<file path="config.mk">
export PLATFORM = sky130hd
export DESIGN_NAME = seq_arb_4in_req_queue_flat
export DESIGN_NICKNAME = d
export VERILOG_FILES = /design/src/rtl/seq_arb_4in_req_queue_if.sv /design/src/rtl/seq_arb_4in_req_queue.sv /design/src/flat_wrapper.sv
export SDC_FILE = /design/constraint.sdc
export NUM_CORES = 1
export LEC_CHECK = 0
export ABC_CLOCK_PERIOD_IN_PS = 3260
export CAP_MARGIN = 20
export CORE_MARGIN = 2
export CORE_UTILIZATION = 58
export DETAILED_ROUTE_END_ITERATION = 10
export PLACE_DENSITY = 0.8
export SYNTH_ARGS = -nofsm -noshare
export SYNTH_HDL_FRONTEND = slang
export SYNTH_SLANG_ARGS = --single-unit
</file>
<file path="constraint.sdc">
create_clock -name clk -period 3.26 [get_ports clk]
set_input_delay 0.489 -clock clk [delete_from_list [all_inputs] [get_ports clk]]
set_output_delay 0.489 -clock clk [all_outputs]
set_load 0.01 [all_outputs]
</file>
<file path="src/rtl/seq_arb_4in_req_queue_if.sv">
// Bundle of the four-lane enqueue side, the arbiter request/grant pair and the
// single dequeue port of seq_arb_4in_req_queue.
interface seq_arb_4in_req_queue_if #(
  parameter int p_nbits = 8
);
  logic [3:0]         in_val;
  logic [3:0]         in_rdy;
  logic [p_nbits-1:0] in_msg0;
  logic [p_nbits-1:0] in_msg1;
  logic [p_nbits-1:0] in_msg2;
  logic [p_nbits-1:0] in_msg3;
  logic [3:0]         reqs;
  logic [3:0]         grants;
  logic               out_val;
  logic [p_nbits-1:0] out_msg;

  // Environment side: requesters, arbiter and output consumer.
  modport master (
    output in_val, in_msg0, in_msg1, in_msg2, in_msg3, grants,
    input  in_rdy, reqs, out_val, out_msg
  );

  // Queue side.
  modport slave (
    input  in_val, in_msg0, in_msg1, in_msg2, in_msg3, grants,
    output in_rdy, reqs, out_val, out_msg
  );
endinterface

</file>
<file path="src/rtl/seq_arb_4in_req_queue.sv">
// Four independent 4-deep lane FIFOs feeding an external rotating arbiter; the
// granted lane's head is popped and shown on the single output port in the same cycle.
module seq_arb_4in_req_queue #(
  parameter int p_nbits = 8
) (
  input logic                    clk,
  input logic                    reset,
  seq_arb_4in_req_queue_if.slave bus
);

  logic [3:0][p_nbits-1:0] in_msg_all;
  logic [3:0][p_nbits-1:0] head_msg;
  logic [3:0]              count_nz;
  logic [3:0]              enq;
  logic [3:0]              deq;
  logic [3:0]              sel;
  logic                    sel_onehot;

  assign in_msg_all = {bus.in_msg3, bus.in_msg2, bus.in_msg1, bus.in_msg0};

  // Requests come only from registered state, so the arbiter loop stays acyclic.
  assign bus.reqs   = count_nz;
  assign sel        = bus.grants & count_nz;
  assign sel_onehot = (sel != 4'd0) && ((sel & (sel - 4'd1)) == 4'd0);
  assign deq        = sel_onehot ? sel : 4'd0;

  genvar gi;
  generate
    for (gi = 0; gi < 4; gi++) begin : g_lane
      logic [1:0]         head_q, head_d;
      logic [1:0]         tail_q, tail_d;
      logic [2:0]         count_q, count_d;
      logic [p_nbits-1:0] mem_q [4];

      assign count_nz[gi]   = (count_q != 3'd0);
      assign bus.in_rdy[gi] = (count_q != 3'd4);
      assign enq[gi]        = bus.in_val[gi] && (count_q != 3'd4);
      assign head_msg[gi]   = mem_q[head_q];

      always_comb begin
        head_d  = head_q;
        tail_d  = tail_q;
        count_d = count_q;
        if (deq[gi]) head_d = head_q + 2'd1;
        if (enq[gi]) tail_d = tail_q + 2'd1;
        case ({enq[gi], deq[gi]})
          2'b10:   count_d = count_q + 3'd1;
          2'b01:   count_d = count_q - 3'd1;
          default: count_d = count_q;
        endcase
      end

      always_ff @(posedge clk) begin
        if (reset) begin
          head_q  <= 2'd0;
          tail_q  <= 2'd0;
          count_q <= 3'd0;
        end else begin
          head_q  <= head_d;
          tail_q  <= tail_d;
          count_q <= count_d;
        end
      end

      // Storage is never cleared; stale entries are unreachable once count is 0.
      always_ff @(posedge clk) begin
        if (!reset && enq[gi]) mem_q[tail_q] <= in_msg_all[gi];
      end
    end
  endgenerate

  always_comb begin
    bus.out_msg = '0;
    for (int i = 0; i < 4; i++) begin
      if (deq[i]) bus.out_msg = head_msg[i];
    end
  end

  assign bus.out_val = |deq;

endmodule

</file>
<file path="src/flat_wrapper.sv">
// flat-port wrapper written by rule: the top's interface ports become plain ports
module seq_arb_4in_req_queue_flat 
#(
  parameter int p_nbits = 8
)
  (clk, reset, bus_in_val, bus_in_msg0, bus_in_msg1, bus_in_msg2, bus_in_msg3, bus_grants, bus_in_rdy, bus_reqs, bus_out_val, bus_out_msg);
  seq_arb_4in_req_queue_if #(.p_nbits(p_nbits)) bus_i ();
  input logic clk;
  input logic reset;
  input wire logic [$bits(bus_i.in_val)-1:0] bus_in_val;
  input wire logic [$bits(bus_i.in_msg0)-1:0] bus_in_msg0;
  input wire logic [$bits(bus_i.in_msg1)-1:0] bus_in_msg1;
  input wire logic [$bits(bus_i.in_msg2)-1:0] bus_in_msg2;
  input wire logic [$bits(bus_i.in_msg3)-1:0] bus_in_msg3;
  input wire logic [$bits(bus_i.grants)-1:0] bus_grants;
  output wire logic [$bits(bus_i.in_rdy)-1:0] bus_in_rdy;
  output wire logic [$bits(bus_i.reqs)-1:0] bus_reqs;
  output wire logic [$bits(bus_i.out_val)-1:0] bus_out_val;
  output wire logic [$bits(bus_i.out_msg)-1:0] bus_out_msg;
  assign bus_i.in_val = bus_in_val;
  assign bus_i.in_msg0 = bus_in_msg0;
  assign bus_i.in_msg1 = bus_in_msg1;
  assign bus_i.in_msg2 = bus_in_msg2;
  assign bus_i.in_msg3 = bus_in_msg3;
  assign bus_i.grants = bus_grants;
  assign bus_in_rdy = bus_i.in_rdy;
  assign bus_reqs = bus_i.reqs;
  assign bus_out_val = bus_i.out_val;
  assign bus_out_msg = bus_i.out_msg;
  seq_arb_4in_req_queue #(.p_nbits(p_nbits)) u_core (.clk(clk), .reset(reset), .bus(bus_i));
endmodule
</file>
# After elaboration in Yosys (flattened, before gate mapping)
# Memories as Yosys holds them, arrays and structs flattened. A register that Yosys moved wholly into a read port is not among the register bits.
# Cells that the tools add are included.
# W data, S select, Z words.
op_classes:
  addsub: 17
  n_eq_ne: 12
  muxes: 25
  bitwise_logic: 2
  reduce_logical: 21
ops:
  columns: ["operator", "count"]
  rows:
  - ["$mux W8", 4]
  - ["$pmux W3 S2", 4]
  - ["$add A2 B1 Y2 const B", 8]
  - ["$mux W2", 8]
  - ["$add A3 B1 Y3 const B", 4]
  - ["$ne A3 B3 Y1 const B", 4]
  - ["$reduce_bool A3 Y1", 4]
  - ["$sub A3 B1 Y3 const B", 4]
  - ["$logic_and A1 B1 Y1", 9]
  - ["$and A4 B4 Y4", 2]
  - ["$eq A2 B1 Y1 const B", 4]
  - ["$eq A2 B2 Y1 const B", 4]
  - ["$mux W1", 8]
  - ["$reduce_bool A2 Y1", 4]
  - ["$logic_not A4 Y1", 1]
  - ["$mux W4", 1]
  - ["$reduce_bool A4 Y1", 1]
  - ["$reduce_or A4 Y1", 1]
  - ["$sub A4 B1 Y4 const B", 1]
  - ["$logic_not A1 Y1", 1]
word_totals:
  register_bits: 28
  ram_bits: 128
  inputBits: 42
  memories: 4
mem_list:
  columns: ["name", "words", "word_bits", "rd", "rd_clocked_by_memory_dff", "wr", "line_no", "rtl"]
  rows:
  - ["u_core.g_lane[0].mem_q", 4, 8, 1, 1, 1, "seq_arb_4in_req_queue.sv:33", "logic [p_nbits-1:0] mem_q [4];"]
  - ["u_core.g_lane[1].mem_q", 4, 8, 1, 1, 1, "seq_arb_4in_req_queue.sv:33", null]
  - ["u_core.g_lane[2].mem_q", 4, 8, 1, 1, 1, "seq_arb_4in_req_queue.sv:33", null]
  - ["u_core.g_lane[3].mem_q", 4, 8, 1, 1, 1, "seq_arb_4in_req_queue.sv:33", null]

# Longest topological paths before layout
# Gate-level depths: netlist (run 1).
logic_depth:
  word_depth: 11
  mapped_depth: 10

# Worst setup path before layout (run 1)
# OpenSTA, ideal clock, no wires.
synth_timing:
  path_type: "register -> register"
  start: "register u_core.g_lane[2].count_q[2]"
  end: "register u_core.g_lane[2].count_q[2]"
  setup_time_ns: 0.070
  arrival_ns: 2.299
  slack_ns: 0.891
  stages_incl_launch_ff: 9
  n_path_buf: 0
  synth_period_minus_slack_ns: 2.369
  path_cell_list: "dfxtp_1 or3b_2 nand2_1 ha_1 inv_1 fa_1 xor2_1 or3_1 a21oi_1"
synth_via:
  word_cells_on_any_way: 16
synth_lines:
  columns: ["element", "line_no", "rtl"]
  rows:
  - ["start: declaration", "seq_arb_4in_req_queue.sv:32", "logic [2:0] count_q, count_d;"]
  - ["start signal: assignment", "seq_arb_4in_req_queue.sv:61", "count_q <= count_d;"]
  - ["$ne A3 B3 Y1 *", null, null]
  - ["via bus_in_rdy[2]", "flat_wrapper.sv:16", "output wire logic [$bits(bus_i.in_rdy)-1:0] bus_in_rdy;"]
  - ["$logic_and A1 B1 Y1 *", "seq_arb_4in_req_queue.sv:37", "assign enq[gi] = bus.in_val[gi] && (count_q != 3'd4);"]
  - ["$eq A2 B1 Y1 or $eq A2 B2 Y1 (tied branches)", "seq_arb_4in_req_queue.sv:46", "case ({enq[gi], deq[gi]})"]
  - ["$pmux W3 S2 or $reduce_bool A2 Y1 (tied branches)", null, null]
# The timed path passes the listed nets; every way through them passes the cells marked *.
# A chain may end at the register's enable or synchronous reset.

==> results of run 1 <==
-- power breakdown --
group	leakage [nW]	switching [W]	internal, W	total, W
clock	0.305	0.000763	0.00133	0.00210
sequential	1.46	0.000254	0.00248	0.00273
combinational	1.10	0.00117	0.00114	0.00231
-- sequential cells by signal (all words and copies together), names as in the netlist, named ones only --
name,cells
u_core.g_lane.count_q,12
u_core.g_lane.head_q,8
u_core.g_lane.mem_q,128
u_core.g_lane.tail_q,8
-- per-layer routing --
layer	vias to the layer above	share of wire, %	wire length [um]	GRT usage, %
met3	37	7.9	1148	5.792
met4	0	2.3	342	10.24
met2	204	49	7102	38.00
li1	1852	-	-	-
met1	2017	41	5991	33.00
met5	-	0	0	0
-- cells by family after synthesis --
family	Yosys count	synth area share (%)
AND/OR/NAND/NOR	108	7.778
AO/OA/AOI/OAI	59	6.482
multiplexers	32	10.37
buffers and inverters	44	2.791
flip-flops	164	65.68
XOR/XNOR	17	2.143
adder cells (fa/ha/maj)	24	4.753
-- final cells by class --
| class | instances | area, um2 |
|---|---|---|
| flip-flops and latches | 164 | 4566 |
| fillers | 704 | 3186 |
| multi-input cells | 240 | 2191 |
| repair buffers | 75 | 710.7 |
| clock buffers | 22 | 474.2 |
| well taps | 143 | 178.9 |
| clock inverters | 10 | 153.9 |
| inverters | 28 | 105.1 |
-- stage by stage --
step                      cell area, um2  power [W]
after CTS                           8324   0.007066
after floorplan                     6949   0.004094
final                               8379   0.007137
after detailed placement            7657   0.004909
after global routing                8379   0.007443
after global placement              7657   0.004821
-- worst max-delay path, stage by stage, from the launching register on --
cell and delay, ns:
dfxtp_1 0.30, buf_4 0.20, mux4_2 0.59, and2_1 0.19
o221ai_1 0.28, a32oi_1 0.19, clkdlybuf4s50_1 0.52
-- what timing repair did --
item | in CTS | in global routing
gates cloned | 0 | 0
pin swaps | 2 | 3
buffers inserted | 5 | 7
gates resized for setup | 1 | 2
setup endpoints to repair | 6 | 6
-- synthesized netlist by cell type (11+ instances only) --
cell type,number
a21oi_1,17
and2_1,21
dfxtp_1,36
edfxtp_1,128
ha_1,20
inv_1,28
mux4_2,32
nand2_1,18
nand3_1,16
nor2_1,32
o21ai_0,11
or3_1,12
-- worst max-delay path by stage --
stage,slack (ns),endpoint,cells past startpoint,from
2_1_floorplan,0.89,u_core.g_lane[2].count_q[2]$_SDFFE_PP0P_,8,u_core.g_lane[2].count_q[2]$_SDFFE_PP0P_
3_3_place_gp,0.26,bus_out_msg[4],7,bus_grants[1]
3_5_place_dp,0.1,bus_out_msg[3],7,bus_grants[1]
4_1_cts,0.05,bus_out_msg[3],6,u_core.g_lane[0].count_q[2]$_SDFFE_PP0P_
5_1_grt,0.01,bus_out_msg[2],7,u_core.g_lane[0].count_q[0]$_SDFFE_PP0P_
6_report,0.07,bus_out_msg[0],6,flip-flop
==> impl_metrics.yaml, run 1 <==
run_status:
  run_status: "finished, final reports clean"
worst_setup_path:
  r2r-start: "u_core.g_lane[3].count_q[1]$_SDFFE_PP0P_"
  path_max_fanout: 8
  r2r_cells: 11
  rrSetupSlack_ns: 0.55
  crit_arrival_ns: 2.70
  worstSetupPathType: "flip-flop to primary output"
  start_kind: "flip-flop"
  cp.required_ns: 2.77
  cp-end-kind: "primary output"
  worst_r2r_endpoint: "u_core.g_lane[0].count_q[2]$_SDFFE_PP0P_"
global_route:
  grt_max_degree: 18
  track_usage_pct: 24.23
  grt_pass1_wl_mm: 22.58
  grt_pass1_vias: 4133
  antenna_found_initial: 0
  overflow: 0
job:
  maxCapViolations: 0
place:
  dp_hpwl_mm: 9.917
  place_inst: 638
  place_ws_ns: 0.09662
  port_buffers: 58
  gp_congestion: 0.9740
power:
  vdd_drop_max_mv: 0.6505
  p_leak_nw: 2.860
  p_per_area_mw_per_mm2: 851.8
logic_synthesis:
  yosysUniqueCellTypes: 32
  synth_top_area_share_pct: 55.31
  yosysWarnings: 0
  synth_top_flop_cell: "edfxtp_1"
  synth-seq-area-share_pct: 65.68
  synth-seq-cells: 164
  synth_area_leaders: "edfxtp_1 (55%), dfxtp_1 (10%), mux4_2 (10%)"
  synth_top_area_cell: "edfxtp_1"
  syn-cell-area_mm2: 0.006949
  async_flop_share_pct: 0
  syn_nets: 514
  syn_area_per_cell_um2: 15.51
  synth_edf_count: 128
  synthCells: 448
timing:
  slew_viol_final: 0
  fin_crit_ns: 3.194
  grt_setup_unrepaired: "no"
  whs_ns: 0.4951
  setup_tns_ns: 0
  fin_crit_sh_pct: 97.97
  setup_viol: 0
  slew_headroom_pct: 60.39
  worst_slew_pin_slew_ns: 0.5922
  setup_ws_ns: 0.06603
  clock_skew_ns: 0.009123
  clock.fmax_ghz: 0.3131
  hold_viol: 0
floorplanning:
  start_util_pct: 60.09
  io_pins: 59
  fp.dieW_um: 113.5
  rows: 39
  fp.dieH_um: 113.5
  die_area_mm2: 0.01287
  core_mm2: 0.01156
route:
  drtIter0Drc: 546
  wl_per_cell_um: 21.38
  detail_route.vias_per_cell: 6.026
  wl_mm: 14.58
  drc_errors: 0
  antenna_left: 0
  vias: 4110
  drt_pass1_iterations: 5
finish:
  diodes: 0
  final_util_pct: 72.45
  fin_cells: 682
  final_common_cell: "edfxtp_1"
  syn_to_final_growth_pct: 20.58
  drive_gt1_share_pct: 16.33
  nets: 592
  final_cell_mix: "edfxtp_1 (128), clkdlybuf4s50_1 (57), dfxtp_1 (35)"
cts:
  cts_tree: "built"
  cts_root_buf: "clkbuf_16"
  cts_hold_buf: 0
  cts_buffer_depth: 2
  path_clk_slew_ns: 0.06
  cts_max_level: 4
  clock_latency_ns: 0.43
  cts_made_buffers: 17
  cts.sinks: 164
worst_hold_path:
  hold_path.class: "flip-flop to flip-flop"
  min-delay-start: "u_core.g_lane[3].tail_q[1]$_SDFFE_PP0P_"
  min_to: "u_core.g_lane[3].tail_q[1]$_SDFFE_PP0P_"
  whs_path_depth: 2
No activity file was read; power rests on OpenSTA's default activity.
==> inputs of run 2 (changes only) <==
--- a/config.mk
+++ b/config.mk
@@ -5,6 +5,7 @@
 export SDC_FILE = /design/constraint.sdc
 export NUM_CORES = 1
 export LEC_CHECK = 0
+export ABC_AREA = 1
 export ABC_CLOCK_PERIOD_IN_PS = 3260
 export CAP_MARGIN = 20
 export CORE_MARGIN = 2
==> run 2 against run 1 <==
Clock skew barely moved; sequential share of layout area barely moved; critical path depth did not move; highest routed layer unchanged; clock-buffer cell count fell by 4.
==> impl_metrics.yaml, run 2 <==
run_status:
  run_status: "finished, final reports clean"
timing:
  setup_viol: 0
  setup_ws_ns: 0.3734
  worst_slew_pin_slew_ns: 0.7885
  whs_ns: 0.5015
  slew_headroom_pct: 47.24
  fin_crit_sh_pct: 88.55
  hold_viol: 0
  clock.fmax_ghz: 0.3464
  fin_crit_ns: 2.887
  setup_tns_ns: 0
  clock_skew_ns: 0.008689
  slew_viol_final: 0
  grt_setup_unrepaired: "no"
finish:
  multi_input_area_mm2: 0.002053
  fillCellCount: 796
  final_common_cell: "edfxtp_1"
  top_regs: "u_core.g_lane.mem_q: 128 flops, u_core.g_lane.count_q: 12 flops"
  drive_gt1_share_pct: 10.11
  diodes: 0
  nets: 775
  final_util_pct: 70.65
  seqCellArea_mm2: 0.004564
  syn_to_final_growth_pct: 20.17
  largest_reg_flops: 128
  regMostFlops: "u_core.g_lane.mem_q"
  final_cell_mix: "edfxtp_1 (128), nor2_1 (97), nand2_1 (89)"
worst_setup_path:
  crit_arrival_ns: 2.40
  worstSetupPathType: "flip-flop to primary output"
  path_max_fanout: 12
  critPathSlowestCell: "dfxtp_1"
  cp_cell_sequence: "inv_1 -> nor2_1 -> o22ai_1 -> nand2_1 -> nand3_1 -> clkdlybuf4s50_1"
  slowest_delay_ns: 0.65
  start_kind: "flip-flop"
  cp-end-kind: "primary output"
  cp.required_ns: 2.77
global_route:
  overflow: 0
  grt_pass1_vias: 5014
  track_usage_pct: 24.62
  grt_max_degree: 18
  grt_pass1_wl_mm: 24.18
  antenna_found_initial: 0
logic_synthesis:
  syn_nets: 699
  async_flop_share_pct: 0
  syn-cell-area_mm2: 0.006974
  yosysWarnings: 0
  synth_top_area_cell: "edfxtp_1"
  synthTopCellsByCount: "edfxtp_1 (128), nor2_1 (97), nand2_1 (89)"
  muxShareOfSynthArea_pct: 1.148
  synth_top_area_share_pct: 55.11
  synthAdderAreaFrac_pct: 4.736
  synth_top_family_by_area: "simple AND/OR/NAND/NOR gates"
  synth_top_flop_cell: "edfxtp_1"
  synth_edf_count: 128
  synth_compound_area_share_pct: 8.199
  synth-seq-area-share_pct: 65.45
  synth-simple-area-share_pct: 14.60
  synth_xor_area_share_pct: 0.7535
  synth-seq-cells: 164
  yosysUniqueCellTypes: 24
  synth_area_leaders: "edfxtp_1 (55%), dfxtp_1 (10%), nor2_1 (5.2%)"
  synth_most_common_cell: "edfxtp_1"
  synthCells: 633
  syn_area_per_cell_um2: 11.02
route:
  antenna_left: 0
  drc_errors: 0
  detail_route.vias_per_cell: 5.608
  drt_pass1_iterations: 5
  wl_mm: 15.01
  vias: 4873
  wl_per_cell_um: 17.27
  drtIter0Drc: 455
floorplanning:
  die_area_mm2: 0.01292
  fp.dieW_um: 113.7
  fp.dieH_um: 113.7
  rows: 40
  start_util_pct: 58.80
  io_pins: 59
  core_mm2: 0.01186
cts:
  cts_buffer_depth: 2
  cts.sinks: 164
  path_clk_slew_ns: 0.06
  cts_made_buffers: 17
  cts_tree: "built"
  cts_hold_buf: 0
  cts_max_level: 4
  cts_setup_buffers: 0
  clock_latency_ns: 0.42
  postCtsResizedCells: 0
  cts_root_buf: "clkbuf_16"
power:
  vdd_drop_max_mv: 0.4860
  p_per_area_mw_per_mm2: 742.5
  p_leak_nw: 3.158
place:
  dp_hpwl_mm: 10.21
  gp_congestion: 0.8119
  port_buffers: 58
  place_ws_ns: 0.2892
job:
  maxCapViolations: 0
worst_hold_path:
  hold_path.class: "flip-flop to flip-flop"
run 2: cell types whose count changed after synthesis, moves of 14 or more:
cell / change
nand2_1: +71
nor2_1: +65
o21ai_0: +49
inv_1: +35
mux4_2: -32
and2_1: -21
nand3_1: +16
o22ai_1: +16
a21oi_1: +14
run 2: layout make-up:
type	count	area share, %
clock buffers	18	5.240
inverters	65	2.971
flip-flops and latches	164	54.46
clock inverters	14	2.090
well taps	147	2.195
multi-input cells	385	24.50
repair buffers	76	8.540
run 2: kinds of logic after synthesis:
kind of cell	Yosys count
AOI/OAI and AO/OA	109
xor gates and xnor gates	6
adders and majority gates	24
buffers and inverters	84
DFF	164
muxes	8
and+or+nand+nor	238
run 2: final timing paths:
kind | to | from | slack [ns] | cells after the start
max reg2reg | u_core.g_lane[0].count_q[2]$_SDFFE_PP0P_ | u_core.g_lane[2].count_q[0]$_SDFFE_PP0P_ | 0.70 | 12
min | u_core.g_lane[0].count_q[0]$_SDFFE_PP0P_ | u_core.g_lane[0].count_q[0]$_SDFFE_PP0P_ | 0.50 | 1
min reg2reg | u_core.g_lane[0].count_q[0]$_SDFFE_PP0P_ | u_core.g_lane[0].count_q[0]$_SDFFE_PP0P_ | 0.50 | 1
max | bus_out_msg[4] | flip-flop | 0.37 | 6
run 2: per-layer routing:
layer | vias to the layer above | routed length [um] | part of all wire [%] | track usage, %
met1 | 2347 | 6049 | 40 | 29.53
met2 | 197 | 7732 | 52 | 42.99
met4 | 0 | 257 | 1.7 | 9.268
met3 | 23 | 966 | 6.4 | 6.376
li1 | 2306 | - | - | -
met5 | - | 0 | 0 | 0
run 2: critical path: cells and delay by family (launching register included):
kind,cells,cell delay (ns)
AO/OA/AOI/OAI,1,0.13
buffers and inverters,2,0.80
flip-flops,1,0.65
AND/OR/NAND/NOR,3,0.39
run 2: power by group:
| part | switching [W] | internal, W | leakage, nW |
|---|---|---|---|
| Sequential | 0.000115 | 0.00243 | 1.46 |
| Clock | 0.000819 | 0.00123 | 0.287 |
| Combinational | 0.000993 | 0.000637 | 1.41 |
run 2: stage by stage:
| stage | total power, W | instance area [um2] | std cells |
|---|---|---|---|
| final | 0.006223 | 8381 | 869 |
| after global routing | 0.006532 | 8381 | 869 |
| after CTS | 0.006230 | 8381 | 869 |
| after detailed placement | 0.004183 | 7766 | 837 |
| after global placement | 0.004098 | 7766 | 837 |
| after floorplan | 0.003562 | 6974 | 633 |
==> inputs of run 3 (changes only) <==
--- a/config.mk
+++ b/config.mk
@@ -6,12 +6,12 @@
 export NUM_CORES = 1
 export LEC_CHECK = 0
 export ABC_AREA = 1
-export ABC_CLOCK_PERIOD_IN_PS = 3260
+export ABC_CLOCK_PERIOD_IN_PS = 3600
 export CAP_MARGIN = 20
 export CORE_MARGIN = 2
-export CORE_UTILIZATION = 58
+export CORE_UTILIZATION = 62
 export DETAILED_ROUTE_END_ITERATION = 10
-export PLACE_DENSITY = 0.8
+export PLACE_DENSITY = 0.95
 export SYNTH_ARGS = -nofsm -noshare
 export SYNTH_HDL_FRONTEND = slang
 export SYNTH_SLANG_ARGS = --single-unit
==> constraint.sdc (replaced) <==
create_clock -name clk -period 3.6 [get_ports clk]
set_input_delay 0.54 -clock clk [delete_from_list [all_inputs] [get_ports clk]]
set_output_delay 0.54 -clock clk [all_outputs]
set_load 0.01 [all_outputs]
==> run 3 against run 2 <==
Sequential power is 8.3% lower; clock power is 8% lower; global-route usage is 5.1 points higher.
==> impl_metrics.yaml, run 3 (synthesis results as in run 2) <==
run_status:
  run_status: "finished, final reports clean"
cts:
  clock_latency_ns: 0.55
  path_clk_slew_ns: 0.07
  postCtsResizedCells: 0
  cts_made_buffers: 17
  cts_setup_buffers: 0
  cts_buffer_depth: 2
  cts_hold_buf: 0
  cts_root_buf: "clkbuf_8"
  cts_tree: "built"
  cts.sinks: 164
  cts_max_level: 4
power:
  p_int_w: 0.003845
  power_switching_w: 0.001881
  p_comb_share_pct: 26.5
  clkPwrFrac_pct: 32.8
  vdd_drop_max_mv: 0.4503
  p_per_area_mw_per_mm2: 693.4
  p_seq_share_pct: 40.7
  power_w: 0.005726
  switching_share_pct: 32.85
  p_leak_nw: 3.092
timing:
  setup_viol: 0
  fin_crit_ns: 3.401
  fin_crit_sh_pct: 94.47
  slew_viol_final: 0
  whs_ns: 0.5319
  slew_headroom_pct: 40.30
  worst_slew_pin_slew_ns: 0.8922
  setup_ws_ns: 0.1990
  hold_viol: 0
  clock_skew_ns: 0.01050
  grt_setup_unrepaired: "no"
  clock.fmax_ghz: 0.2940
  setup_tns_ns: 0
worst_setup_path:
  path_max_fanout: 17
  cp_cell_sequence: "inv_1 -> o21ai_0 -> o22ai_1 -> nand2_1 -> nand3_1 -> clkdlybuf4s50_1"
  cp-end-kind: "primary output"
  crit_arrival_ns: 2.86
  cp.required_ns: 3.06
  worstSetupPathType: "flip-flop to primary output"
  slowest_delay_ns: 0.69
  r2r-start: "u_core.g_lane[0].count_q[0]$_SDFFE_PP0P_"
  rrSetupSlack_ns: 0.77
  r2r_cells: 13
  critPathSlowestCell: "dfxtp_1"
  cp_top_family: "buffers and inverters"
  start_kind: "flip-flop"
  cp_num_buf_inv: 2
  worst_r2r_endpoint: "u_core.g_lane[0].count_q[2]$_SDFFE_PP0P_"
finish:
  final_cell_mix: "edfxtp_1 (128), nor2_1 (97), nand2_1 (89)"
  regMostFlops: "u_core.g_lane.mem_q"
  top_regs: "u_core.g_lane.mem_q: 128 flops, u_core.g_lane.count_q: 12 flops"
  syn_to_final_growth_pct: 18.41
  final_common_cell: "edfxtp_1"
  drive_gt1_share_pct: 8.062
  nets: 760
  diodes: 0
  design_area_mm2: 0.008258
  largest_reg_flops: 128
worst_hold_path:
  whs_path_depth: 2
  hold_path.class: "flip-flop to flip-flop"
  min_to: "u_core.g_lane[3].count_q[2]$_SDFFE_PP0P_"
  min-delay-start: "u_core.g_lane[3].count_q[2]$_SDFFE_PP0P_"
global_route:
  grtUsageMet2_pct: 49.34
  use_met1_pct: 34.95
  overflow: 0
  grt_pass1_vias: 5085
  grt_max_degree: 22
  grt_pass1_wl_mm: 26.03
  use_met3_pct: 6.526
  track_usage_pct: 29.67
  top_usage_layer: "met2"
  antenna_found_initial: 0
place:
  place_ws_ns: 0.6188
  dpl-instance-area_mm2: 0.007645
  dp_hpwl_mm: 10.37
  port_buffers: 58
  gp_congestion: 0.8699
floorplanning:
  rows: 38
  core_mm2: 0.01089
  io_pins: 59
  start_util_pct: 64.05
  die_area_mm2: 0.01211
  fp.dieW_um: 110.1
  fp.dieH_um: 110.1
route:
  drt_pass1_iterations: 7
  wl_per_cell_um: 20.14
  antenna_left: 0
  drtIter0Drc: 657
  vias: 5116
  drc_errors: 0
  detail_route.vias_per_cell: 6.040
  wl_mm: 17.06
job:
  maxCapViolations: 0
-- run 3: cell types whose count changed in the layout (fill, tap and decap cells not counted), sizes merged --
cell      delta
buf         -15
clkinv       +2
clkinvlp     -5
inv          +3
-- run 3: layer usage --
layer  wire length [um]  vias up  share of wire, %
met2               8387      387                49
met3               1443       75               8.5
met1               6229     2370                37
met4               1000        0               5.9
li1                   -     2284                 -
met5                  0        -                 0
-- run 3: power groups by stage --
stage                     clock network, W  registers (W)  logic (W)
after floorplan                          0        0.00230   0.000925
after global placement                   0        0.00235    0.00133
after detailed placement                 0        0.00236    0.00141
after CTS                          0.00188        0.00233    0.00148
after global routing               0.00195        0.00235    0.00163
final                              0.00188        0.00233    0.00152
-- run 3: worst max path at each step --
stage | end | depth (start not counted)
after floorplan | u_core.g_lane[2].count_q[2]$_SDFFE_PP0P_ | 11
after global placement | u_core.g_lane[1].count_q[2]$_SDFFE_PP0P_ | 12
after detailed placement | u_core.g_lane[1].count_q[2]$_SDFFE_PP0P_ | 12
after CTS | bus_out_msg[4] | 6
after global routing | bus_out_msg[4] | 6
final | bus_out_msg[4] | 6
-- run 3: worst min-delay path, delay by kind of cell, from the launching register on --
kind | cells | cell delay, ns
flip-flops | 1 | 0.32
buffers and inverters | 1 | 0.10
AO/OA/AOI/OAI | 1 | 0.07
-- run 3: metrics by stage --
stage,util (%),instances
final,75.84,847
after global routing,75.84,847
after CTS,75.84,847
after detailed placement,70.21,815
after global placement,70.21,815
after floorplan,-,633
-- run 3: area by class of cell --
| cell class | instances | area [um2] |
|---|---|---|
| Fill cell | 588 | 2630 |
| Clock inverter | 14 | 195.2 |
| Multi-Input combinational cell | 385 | 2053 |
| Inverter | 65 | 249.0 |
| Sequential cell | 164 | 4564 |
| Clock buffer | 18 | 417.9 |
| Timing Repair Buffer | 61 | 603.1 |
| Tap cell | 140 | 175.2 |
